[config.mk]
export PLATFORM = sky130hd
export DESIGN_NAME = pattern_loader_flat
export DESIGN_NICKNAME = d
export VERILOG_FILES = /design/src/rtl/pattern_loader_pkg.sv /design/src/rtl/pattern_loader_if.sv /design/src/rtl/pattern_loader_frame_timeout.sv /design/src/rtl/pattern_loader.sv /design/src/flat_wrapper.sv
export SDC_FILE = /design/constraint.sdc
export NUM_CORES = 1
export LEC_CHECK = 0
export BUFFER_PORTS_ARGS = -buffer_cell sky130_fd_sc_hd__buf_2
export CORE_MARGIN = 2
export CORE_UTILIZATION = 55
export CTS_CLUSTER_SIZE = 8
export DETAILED_ROUTE_END_ITERATION = 6
export PLACE_DENSITY = 0.75
export SLEW_MARGIN = 20
export SYNTH_ARGS = -nofsm -noshare
export SYNTH_HDL_FRONTEND = slang
export SYNTH_SLANG_ARGS = --single-unit
[constraint.sdc]
create_clock -name i_clk -period 5.8 [get_ports i_clk]
set_input_delay 0.87 -clock i_clk [delete_from_list [all_inputs] [get_ports i_clk]]
set_output_delay 0.87 -clock i_clk [all_outputs]
set_load 0.05 [all_outputs]
[src/rtl/pattern_loader_pkg.sv]
// pattern_loader_pkg
//   Shared constants and types for the pattern loader slice.
//   - State codes for the frame parser (legacy-style localparam constants).
//   - ACK/NAK response bytes used when PATTERN_LOADER_ACK_EN is defined.
//   - Default frame sync marker and pattern RAM depth.
package pattern_loader_pkg;

  localparam int         PATTERN_DEPTH     = 256;
  localparam logic [7:0] DEFAULT_SYNC_BYTE = 8'hA5;
  localparam logic [7:0] ACK_BYTE          = 8'h06;
  localparam logic [7:0] NAK_BYTE          = 8'h15;

  typedef logic [2:0] state_t;

  localparam state_t IDLE    = 3'd0;
  localparam state_t ADDR    = 3'd1;
  localparam state_t COUNT   = 3'd2;
  localparam state_t DATA_HI = 3'd3;
  localparam state_t DATA_LO = 3'd4;
  localparam state_t CSUM    = 3'd5;

endpackage

[src/rtl/pattern_loader_if.sv]
// pattern_loader_if
//   Byte link in, RAM write port out, plus loader status.
//   Signals:
//     rx_data[7:0], rx_valid  : received byte and its one-cycle strobe
//     wr_en, wr_addr[7:0],
//     wr_data[15:0]           : pattern RAM write port
//     hold                    : frame in progress, playback must not start a note
//     done, error             : one-cycle frame result pulses
//     tx_data[7:0], tx_valid  : ACK/NAK response (only with PATTERN_LOADER_ACK_EN)
//   Modports: master = byte source / status consumer, slave = the loader.
interface pattern_loader_if;

  logic [7:0]  rx_data;
  logic        rx_valid;
  logic        wr_en;
  logic [7:0]  wr_addr;
  logic [15:0] wr_data;
  logic        hold;
  logic        done;
  logic        error;
`ifdef PATTERN_LOADER_ACK_EN
  logic [7:0]  tx_data;
  logic        tx_valid;

  modport master (output rx_data, rx_valid,
                  input  wr_en, wr_addr, wr_data, hold, done, error, tx_data, tx_valid);
  modport slave  (input  rx_data, rx_valid,
                  output wr_en, wr_addr, wr_data, hold, done, error, tx_data, tx_valid);
`else
  modport master (output rx_data, rx_valid,
                  input  wr_en, wr_addr, wr_data, hold, done, error);
  modport slave  (input  rx_data, rx_valid,
                  output wr_en, wr_addr, wr_data, hold, done, error);
`endif

endinterface

[src/rtl/pattern_loader_frame_timeout.sv]
// frame_timeout
//   Inter-byte watchdog for the pattern loader.
//   Ports:
//     i_clk, i_rst : clock, synchronous active-high reset
//     i_clear      : an accepted byte, restarts the count
//     i_run        : a frame is in progress
//     o_expired    : high in the cycle whose edge completes TIMEOUT_CYCLES idle cycles
//   TIMEOUT_CYCLES must be >= 2.
module frame_timeout #(
  parameter int TIMEOUT_CYCLES = 1000000
) (
  input  logic i_clk,
  input  logic i_rst,
  input  logic i_clear,
  input  logic i_run,
  output logic o_expired
);

  localparam int CW = $clog2(TIMEOUT_CYCLES + 1);
  localparam logic [CW-1:0] LAST = CW'(TIMEOUT_CYCLES - 1);

  logic [CW-1:0] count;

  // Count holds the number of idle edges since the last byte; the edge on
  // which count already equals TIMEOUT_CYCLES-1 is the TIMEOUT_CYCLES-th one.
  always_ff @(posedge i_clk) begin
    if (i_rst || i_clear || !i_run) begin
      count <= '0;
    end else if (count != LAST) begin
      count <= count + CW'(1);
    end
  end

  // A byte arriving in the expiry cycle wins, so clear masks the pulse.
  assign o_expired = i_run && !i_clear && (count == LAST);

endmodule

[src/rtl/pattern_loader.sv]
// pattern_loader
//   Parses SYNC, ADDR, COUNT, COUNT x (HI, LO), CSUM frames from a byte link
//   and writes 16-bit words into the 256x16 pattern RAM, holding playback off
//   while a frame is in progress.
//   Ports:
//     i_clk, i_rst : clock, synchronous active-high reset
//     bus          : pattern_loader_if.slave (byte in, RAM write, hold/done/error,
//                    and tx_data/tx_valid when PATTERN_LOADER_ACK_EN is defined)
//   Optional feature macro: PATTERN_LOADER_ACK_EN (ACK/NAK byte on frame end).
module pattern_loader
  import pattern_loader_pkg::*;
#(
  parameter int         TIMEOUT_CYCLES = 1000000,
  parameter logic [7:0] SYNC_BYTE      = DEFAULT_SYNC_BYTE
) (
  input  logic             i_clk,
  input  logic             i_rst,
  pattern_loader_if.slave  bus
);

  state_t     state;
  logic [7:0] ptr;
  logic [7:0] sum;
  logic [7:0] hi;
  logic [8:0] remaining;
  logic [7:0] final_sum;
  logic       expired;

  frame_timeout #(
    .TIMEOUT_CYCLES(TIMEOUT_CYCLES)
  ) u_timeout (
    .i_clk     (i_clk),
    .i_rst     (i_rst),
    .i_clear   (bus.rx_valid),
    .i_run     (state != IDLE),
    .o_expired (expired)
  );

  assign final_sum = sum + bus.rx_data;

  // Frame parser; every output is registered, so each effect shows up the
  // cycle after the byte that caused it.
  always_ff @(posedge i_clk) begin
    if (i_rst) begin
      state        <= IDLE;
      ptr          <= '0;
      sum          <= '0;
      hi           <= '0;
      remaining    <= '0;
      bus.wr_en    <= 1'b0;
      bus.wr_addr  <= '0;
      bus.wr_data  <= '0;
      bus.hold     <= 1'b0;
      bus.done     <= 1'b0;
      bus.error    <= 1'b0;
`ifdef PATTERN_LOADER_ACK_EN
      bus.tx_data  <= '0;
      bus.tx_valid <= 1'b0;
`endif
    end else begin
      bus.wr_en <= 1'b0;
      bus.done  <= 1'b0;
      bus.error <= 1'b0;
`ifdef PATTERN_LOADER_ACK_EN
      bus.tx_valid <= 1'b0;
`endif
      if (bus.rx_valid) begin
        case (state)
          IDLE: begin
            if (bus.rx_data == SYNC_BYTE) begin
              state    <= ADDR;
              bus.hold <= 1'b1;
            end
          end
          ADDR: begin
            ptr   <= bus.rx_data;
            sum   <= bus.rx_data;
            state <= COUNT;
          end
          COUNT: begin
            // A zero count byte encodes a full 256-word image.
            remaining <= (bus.rx_data == 8'h00) ? 9'd256 : {1'b0, bus.rx_data};
            sum       <= final_sum;
            state     <= DATA_HI;
          end
          DATA_HI: begin
            hi    <= bus.rx_data;
            sum   <= final_sum;
            state <= DATA_LO;
          end
          DATA_LO: begin
            bus.wr_en   <= 1'b1;
            bus.wr_addr <= ptr;
            bus.wr_data <= {hi, bus.rx_data};
            ptr         <= ptr + 8'd1;
            remaining   <= remaining - 9'd1;
            sum         <= final_sum;
            state       <= (remaining == 9'd1) ? CSUM : DATA_HI;
          end
          CSUM: begin
            state    <= IDLE;
            bus.hold <= 1'b0;
            if (final_sum == 8'h00) begin
              bus.done <= 1'b1;
            end else begin
              bus.error <= 1'b1;
            end
`ifdef PATTERN_LOADER_ACK_EN
            bus.tx_valid <= 1'b1;
            bus.tx_data  <= (final_sum == 8'h00) ? ACK_BYTE : NAK_BYTE;
`endif
          end
          default: begin
            state    <= IDLE;
            bus.hold <= 1'b0;
          end
        endcase
      end else if (expired) begin
        // Abandon the frame; any half-received word is simply dropped.
        state     <= IDLE;
        bus.hold  <= 1'b0;
        bus.error <= 1'b1;
`ifdef PATTERN_LOADER_ACK_EN
        bus.tx_valid <= 1'b1;
        bus.tx_data  <= NAK_BYTE;
`endif
      end
    end
  end

endmodule

[src/flat_wrapper.sv]
// flat-port wrapper written by rule: the top's interface ports become plain ports
module pattern_loader_flat import pattern_loader_pkg::*;
#(
  parameter int         TIMEOUT_CYCLES = 1000000,
  parameter logic [7:0] SYNC_BYTE      = DEFAULT_SYNC_BYTE
)
  (i_clk, i_rst, bus_rx_data, bus_rx_valid, bus_wr_en, bus_wr_addr, bus_wr_data, bus_hold, bus_done, bus_error);
  pattern_loader_if bus_i ();
  input  logic i_clk;
  input  logic i_rst;
  input wire logic [$bits(bus_i.rx_data)-1:0] bus_rx_data;
  input wire logic [$bits(bus_i.rx_valid)-1:0] bus_rx_valid;
  output wire logic [$bits(bus_i.wr_en)-1:0] bus_wr_en;
  output wire logic [$bits(bus_i.wr_addr)-1:0] bus_wr_addr;
  output wire logic [$bits(bus_i.wr_data)-1:0] bus_wr_data;
  output wire logic [$bits(bus_i.hold)-1:0] bus_hold;
  output wire logic [$bits(bus_i.done)-1:0] bus_done;
  output wire logic [$bits(bus_i.error)-1:0] bus_error;
  assign bus_i.rx_data = bus_rx_data;
  assign bus_i.rx_valid = bus_rx_valid;
  assign bus_wr_en = bus_i.wr_en;
  assign bus_wr_addr = bus_i.wr_addr;
  assign bus_wr_data = bus_i.wr_data;
  assign bus_hold = bus_i.hold;
  assign bus_done = bus_i.done;
  assign bus_error = bus_i.error;
  pattern_loader #(.TIMEOUT_CYCLES(TIMEOUT_CYCLES), .SYNC_BYTE(SYNC_BYTE)) u_core (.i_clk(i_clk), .i_rst(i_rst), .bus(bus_i));
endmodule
# Word level (Yosys, flattened, before mapping)
# Index checks and enable logic that the tools add are counted.
[classes] addsub=4 n_eq_ne=11 muxes=19 n_bitwise=2 reduce_logical=25
[op_table] operator="8-bit case mux with 2 select lines" count=2
[op_table] operator="20-bit by 1-bit adder with 20-bit output (second input constant)" count=1
[op_table] operator="20-bit equality test (second input constant)" count=1
[op_table] operator="20-bit != test (second input constant)" count=1
[op_table] operator="9-bit case mux with 2 select lines" count=1
[op_table] operator="8-bit logical NOT" count=2
[op_table] operator="3-bit case mux with 5 select lines" count=1
[op_table] operator="3-bit 2-to-1 mux" count=4
[op_table] operator="2-bit AND reduction" count=6
[op_table] operator="9-bit by 1-bit equality test with 1-bit output (second input constant)" count=1
[op_table] operator="1-bit 2-to-1 mux" count=9
[op_table] operator="9-bit 2-to-1 mux" count=1
[op_table] operator="9-bit by 1-bit subtractor with 9-bit output (second input constant)" count=1
[op_table] operator="8-bit by 1-bit adder with 8-bit output (second input constant)" count=1
[op_table] operator="8-bit adder" count=1
[op_table] operator="8-bit equality test (second input constant)" count=1
[op_table] operator="2-bit nonzero test" count=4
[op_table] operator="3-bit by 2-bit equality test with 1-bit output (second input constant)" count=2
[op_table] operator="3-bit equality test (second input constant)" count=2
[op_table] operator="3-bit OR reduction" count=2
[op_table] operator="4-bit OR reduction" count=1
[op_table] operator="3-bit by 1-bit equality test with 1-bit output (second input constant)" count=1
[op_table] operator="3-bit logical NOT" count=1
[op_table] operator="3-bit by 2-bit != test with 1-bit output (second input constant)" count=1
[op_table] operator="9 further kinds" count=13
[totals] ff_bits=84 in_bits=11 out_inout_bits=28 wordCells=73

# Longest topological paths before layout
[logic_depth] word_depth=5 mapped_depth=7 ltp_nobuf=7

# Cells and area by module
# Synthesis repeated with hierarchy kept, for this count alone.
[hier_totals] cells_unflattened=533 hier_area_um2=4216.5
[modules_own_cells] mod="pattern_loader" n_inst=1 cells_per_inst=422 area_each_um2=3246.9 seq_area_each_um2=1281.2
[modules_own_cells] mod="frame_timeout" n_inst=1 cells_per_inst=111 area_each_um2=969.7 seq_area_each_um2=400.4

# Worst setup path before layout
# OpenSTA, ideal clock, no wires.
[synth_path] path_type="input to register" startpoint="input bus_rx_data[0]" endpoint="register u_core.bus.error" setup_time_ns=0.137 t_arrival_ns=2.516 required_ns=5.663 path_slack_ns=3.147 stages=7 path_buffers=0 path_cell_list="ha_1 -> fa_1 -> a211oi_1 -> nor4b_1 -> nand4b_1 -> nor4_1 -> o22ai_1"
[synth_between] elab_chain_cells=5
[synth_rtl] element="start: declaration" line="flat_wrapper.sv:11" source="input wire logic [$bits(bus_i.rx_data)-1:0] bus_rx_data;"
[synth_rtl] element="8-bit adder" line="pattern_loader.sv:39" source="assign final_sum = sum + bus.rx_data;"
[synth_rtl] element="8-bit logical NOT" line="pattern_loader.sv:103" source="if (final_sum == 8'h00) begin"
[synth_rtl] element="1-bit 2-to-1 mux" line="pattern_loader.sv:103"
[synth_rtl] element="1-bit 2-to-1 mux" line="pattern_loader.sv:68" source="case (state)"
[synth_rtl] element="1-bit 2-to-1 mux" line="pattern_loader.sv:67" source="if (bus.rx_valid) begin"
[synth_rtl] element="end signal: assignment" line="pattern_loader.sv:63" source="bus.error <= 1'b0;"
[synth_rtl] element="end signal: assignment" line="pattern_loader.sv:106" source="bus.error <= 1'b1;"
[synth_rtl] element="end signal: assignment" line="pattern_loader.sv:122" source="bus.error <= 1'b1;"
[synth_rtl] element="end: declaration" line="pattern_loader_if.sv:33" source="output wr_en, wr_addr, wr_data, hold, done, error);"
# No other way between the ends.
# A chain may end at the register's enable or synchronous reset.

# Worst setup path after layout
# Same ends and word-level chain as after synthesis.

==> flow_summary_export.csv <==
group,metric,value,unit
logic_synthesis,postSynthCellCount,525,
die,initial_utilization,0.570,
clock_network,cts_resized,0,
detailed_routing,finalWirelength,9.62,mm
timing,period_minus_slack,2.85,ns
timing,hold_violations,0,
die,fp.dieH,90.7,µm
detailed_routing,via_per_inst,5.80,
clock_network,cts_setup_buffers,0,
logic_synthesis,synth-simple-area-share,0.273,
logic_synthesis,synth_top_family_by_area,"simple AND/OR/NAND/NOR gates",
timing,setup-tns-final,0,ns
final_layout,finalNetCount,573,
setup_path,worstPathMaxFanout,8,
final_layout,area_growth,10.6,%
min_path,whs_path_depth,2,
min_path,hp-start,"u_core.bus.wr_addr[7]",
setup_path,rrSetupSlack,3.33,ns
logic_synthesis,synth.mux.area_fraction,0.00484,
final_layout,layout_commonest_cell,"nand2_1",
clock_network,clk_latency,0.35,ns
timing,rsz0062_at_grt,"no",
clock_network,ctsHtreeMaxLevel,3,
logic_synthesis,synthTopCellsByArea,"dfxtp_1 41%, nand2_1 9.1%, a21oi_1 7.6%, nor2_1 4.4%, ha_1 3.3%",
run_status,status,"finished clean",
die,die_area,0.00823,mm²
logic_synthesis,ys_seq_area_frac,0.407,
detailed_routing,vias,3790,
clock_network,cts_tree,"yes",
logic_synthesis,ys_warn_count,0,
setup_path,worst_setup_path_end_kind,"flip-flop",
global_route,grt_busiest_layer,"met2",
detailed_routing,antenna_left,0,
detailed_routing,drt_iter0_drc,255,
logic_synthesis,synth_compound_area_frac,0.197,
min_path,hold_path.class,"reg2reg",
setup_path,cp-start-kind,"input port",
logic_synthesis,synthXorXnorAreaFrac,0.0381,
clock_network,clock_path_buffers,2,
global_route,antenna_found_initial,0,
logic_synthesis,synth_largest_area_cell,"dfxtp_1",
place,gp_congestion,0.855,
logic_synthesis,synth_top_area_frac,0.407,
setup_path,cp_slowest_cell,"a211oi_1",
logic_synthesis,synth_fp_nets,548,
die,rows,31,
setup_path,ff2ff_path_depth,7,
setup_path,r2r_end,"u_core.bus.error",
setup_path,crit_start,"bus_rx_data[0]",
timing,fmax,351,MHz
place,io_buffers,38,
timing,maxSlewHeadroom,0.437,
logic_synthesis,synth_seq_cells,84,
timing,worst_pin_slew,0.844,ns
detailed_routing,dr.pass1.iters,4,
pwr,powerDensity,228,mW/mm²
global_route,grt.overflow.total,0,
timing,setup_viol,0,
final_layout,postLayoutCoreUtil,0.631,
final_layout,layout_common_cells,"100 x nand2_1, 84 x dfxtp_1, 63 x a21oi_1",
final_layout,instances_no_fill,654,
global_route,grtUsageTotal,0.247,
pwr,p_leak,1.63,nW
clock_network,clkTransAtPathRegs,0.09,ns
min_path,min_to,"u_core.bus.wr_addr[7]",
setup_path,slowest_delay,0.46,ns
final_layout,antennaDiodeCount,0,
logic_synthesis,avgSynthCellArea,7.88,µm²
clock_network,ctsHoldBuffers,0,
detailed_routing,drc_errors,0,
setup_path,critical_path_class,"in2reg",
final_layout,drive_above_1_share,0.123,
setup_path,required,6.00,ns
global_route,grt_util_met2,0.404,
pwr,ir_drop,0.000124,V
logic_synthesis,ys.flop_type,"dfxtp_1",
setup_path,arrival,3.05,ns
logic_synthesis,synth_cell_types,62,
global_route,grt_pass1_wl,16.7,mm
die,pin_count,39,
detailed_routing,wl_per_cell,14.7,µm
timing,holdWs,0.455,ns
place,dp_hpwl,6.71,mm
timing,drv_slew,0,
clock_network,clkSinkCount,84,
global_route,use_met1,0.332,
logic_synthesis,synth_edf_count,0,
die,chipWidth,90.7,µm
place,dp_cells,638,
clock_network,clockRootBuffer,"clkbuf_8",
clock_network,cts_buffers,9,
global_route,grt_max_degree,60,
global_route,grtUsageMet3,0.0359,
timing,fin_crit_sh,0.491,
setup_path,r2r_start,"u_core.sum[0]",
logic_synthesis,synthAdderAreaFrac,0.0405,
pwr,p_total,0.00104,W
timing,finClkSkew,0.0127,ns
setup_path,path_cells,"buf_2 > ha_1 > fa_1 > a211oi_1 > nor4b_1 > nand4b_1 > nor4_1 > o22ai_1",
logic_synthesis,synthArstFlopShare,0,
global_route,grt_pass1_vias,3511,
logic_synthesis,syn_area,0.00414,mm²
job,cap_violations,0,
die,core_area,0.00725,mm²
## synthesized netlist by cell type (all sizes together), types with 5 or more instances
cell type	number
nor3	13
ha	11
nand2b	7
inv	10
a22oi	5
a211oi	5
nor4	8
a21oi	63
xor2	11
clkbuf	23
dfxtp	84
nor3b	6
nor2	50
nand2	100
o21ai	22
or3	9
xnor2	7
o211ai	6
buf	5
nand3	14
## sequential cells by signal (all words and copies together), names as in the netlist
signal / flops
u_core.bus.error: 1
u_core.u_timeout.count: 20
u_core.remaining: 9
u_core.bus.wr_en: 1
u_core.bus.hold: 1
u_core.bus.wr_addr: 8
u_core.hi: 8
u_core.sum: 8
u_core.bus.done: 1
u_core.bus.wr_data: 16
u_core.state: 3
u_core.ptr: 8
## worst max-delay path, delay by kind of cell
kind	cells	cell delay, ns
AOI/OAI and AO/OA	2	0.58
adders and majority gates	2	0.65
buffers and inverters	1	0.16
and+or+nand+nor	3	0.78
## layer usage
metal	wire length (µm)	up-vias
met5	0	-
met4	168	0
met3	514	14
met2	4430	100
met1	4500	1772
li1	-	1904
## how the worst max path moves through the flow
stage,end
2_1_floorplan,u_core.bus.error
3_3_place_gp,u_core.bus.error
3_5_place_dp,u_core.bus.error
4_1_cts,u_core.bus.error
5_1_grt,u_core.bus.error
6_report,u_core.bus.error
## area by class of cell
class                   count  area (µm²)
inverters                  11        41.3
flip-flops and latches     84        1680
well taps                  99         124
clock inverters             7        78.8
multi-input cells         402        2300
repair buffers             42         220
fillers                   662        2680
clock buffers               9         124
## power by group
group | internal (W) | switching [W]
Clock | 0.000206 | 0.000223
Sequential | 0.000576 | 0.000000154
Combinational | 0.0000115 | 0.0000273
## logic make-up (layout without fill, tap and decap cells)
family          count (synthesis)  count (layout)
flops                          84              84
mux                             2               2
compound gates                134             134
simple gates                  235             235
xor+xnor                       18              18
buf+inv                        39              69
fa+ha+maj                      13              13
## through the flow
| stage | worst slack (ns) | cell area [µm²] |
|---|---|---|
| 4_1_cts | 2.96 | 4570 |
| 2_1_floorplan | 3.15 | 4140 |
| 3_3_place_gp | 2.77 | 4370 |
| 5_1_grt | 2.78 | 4570 |
| 6_report | 2.95 | 4570 |
| 3_5_place_dp | 2.61 | 4370 |
Power figures use the tool's default switching activity.
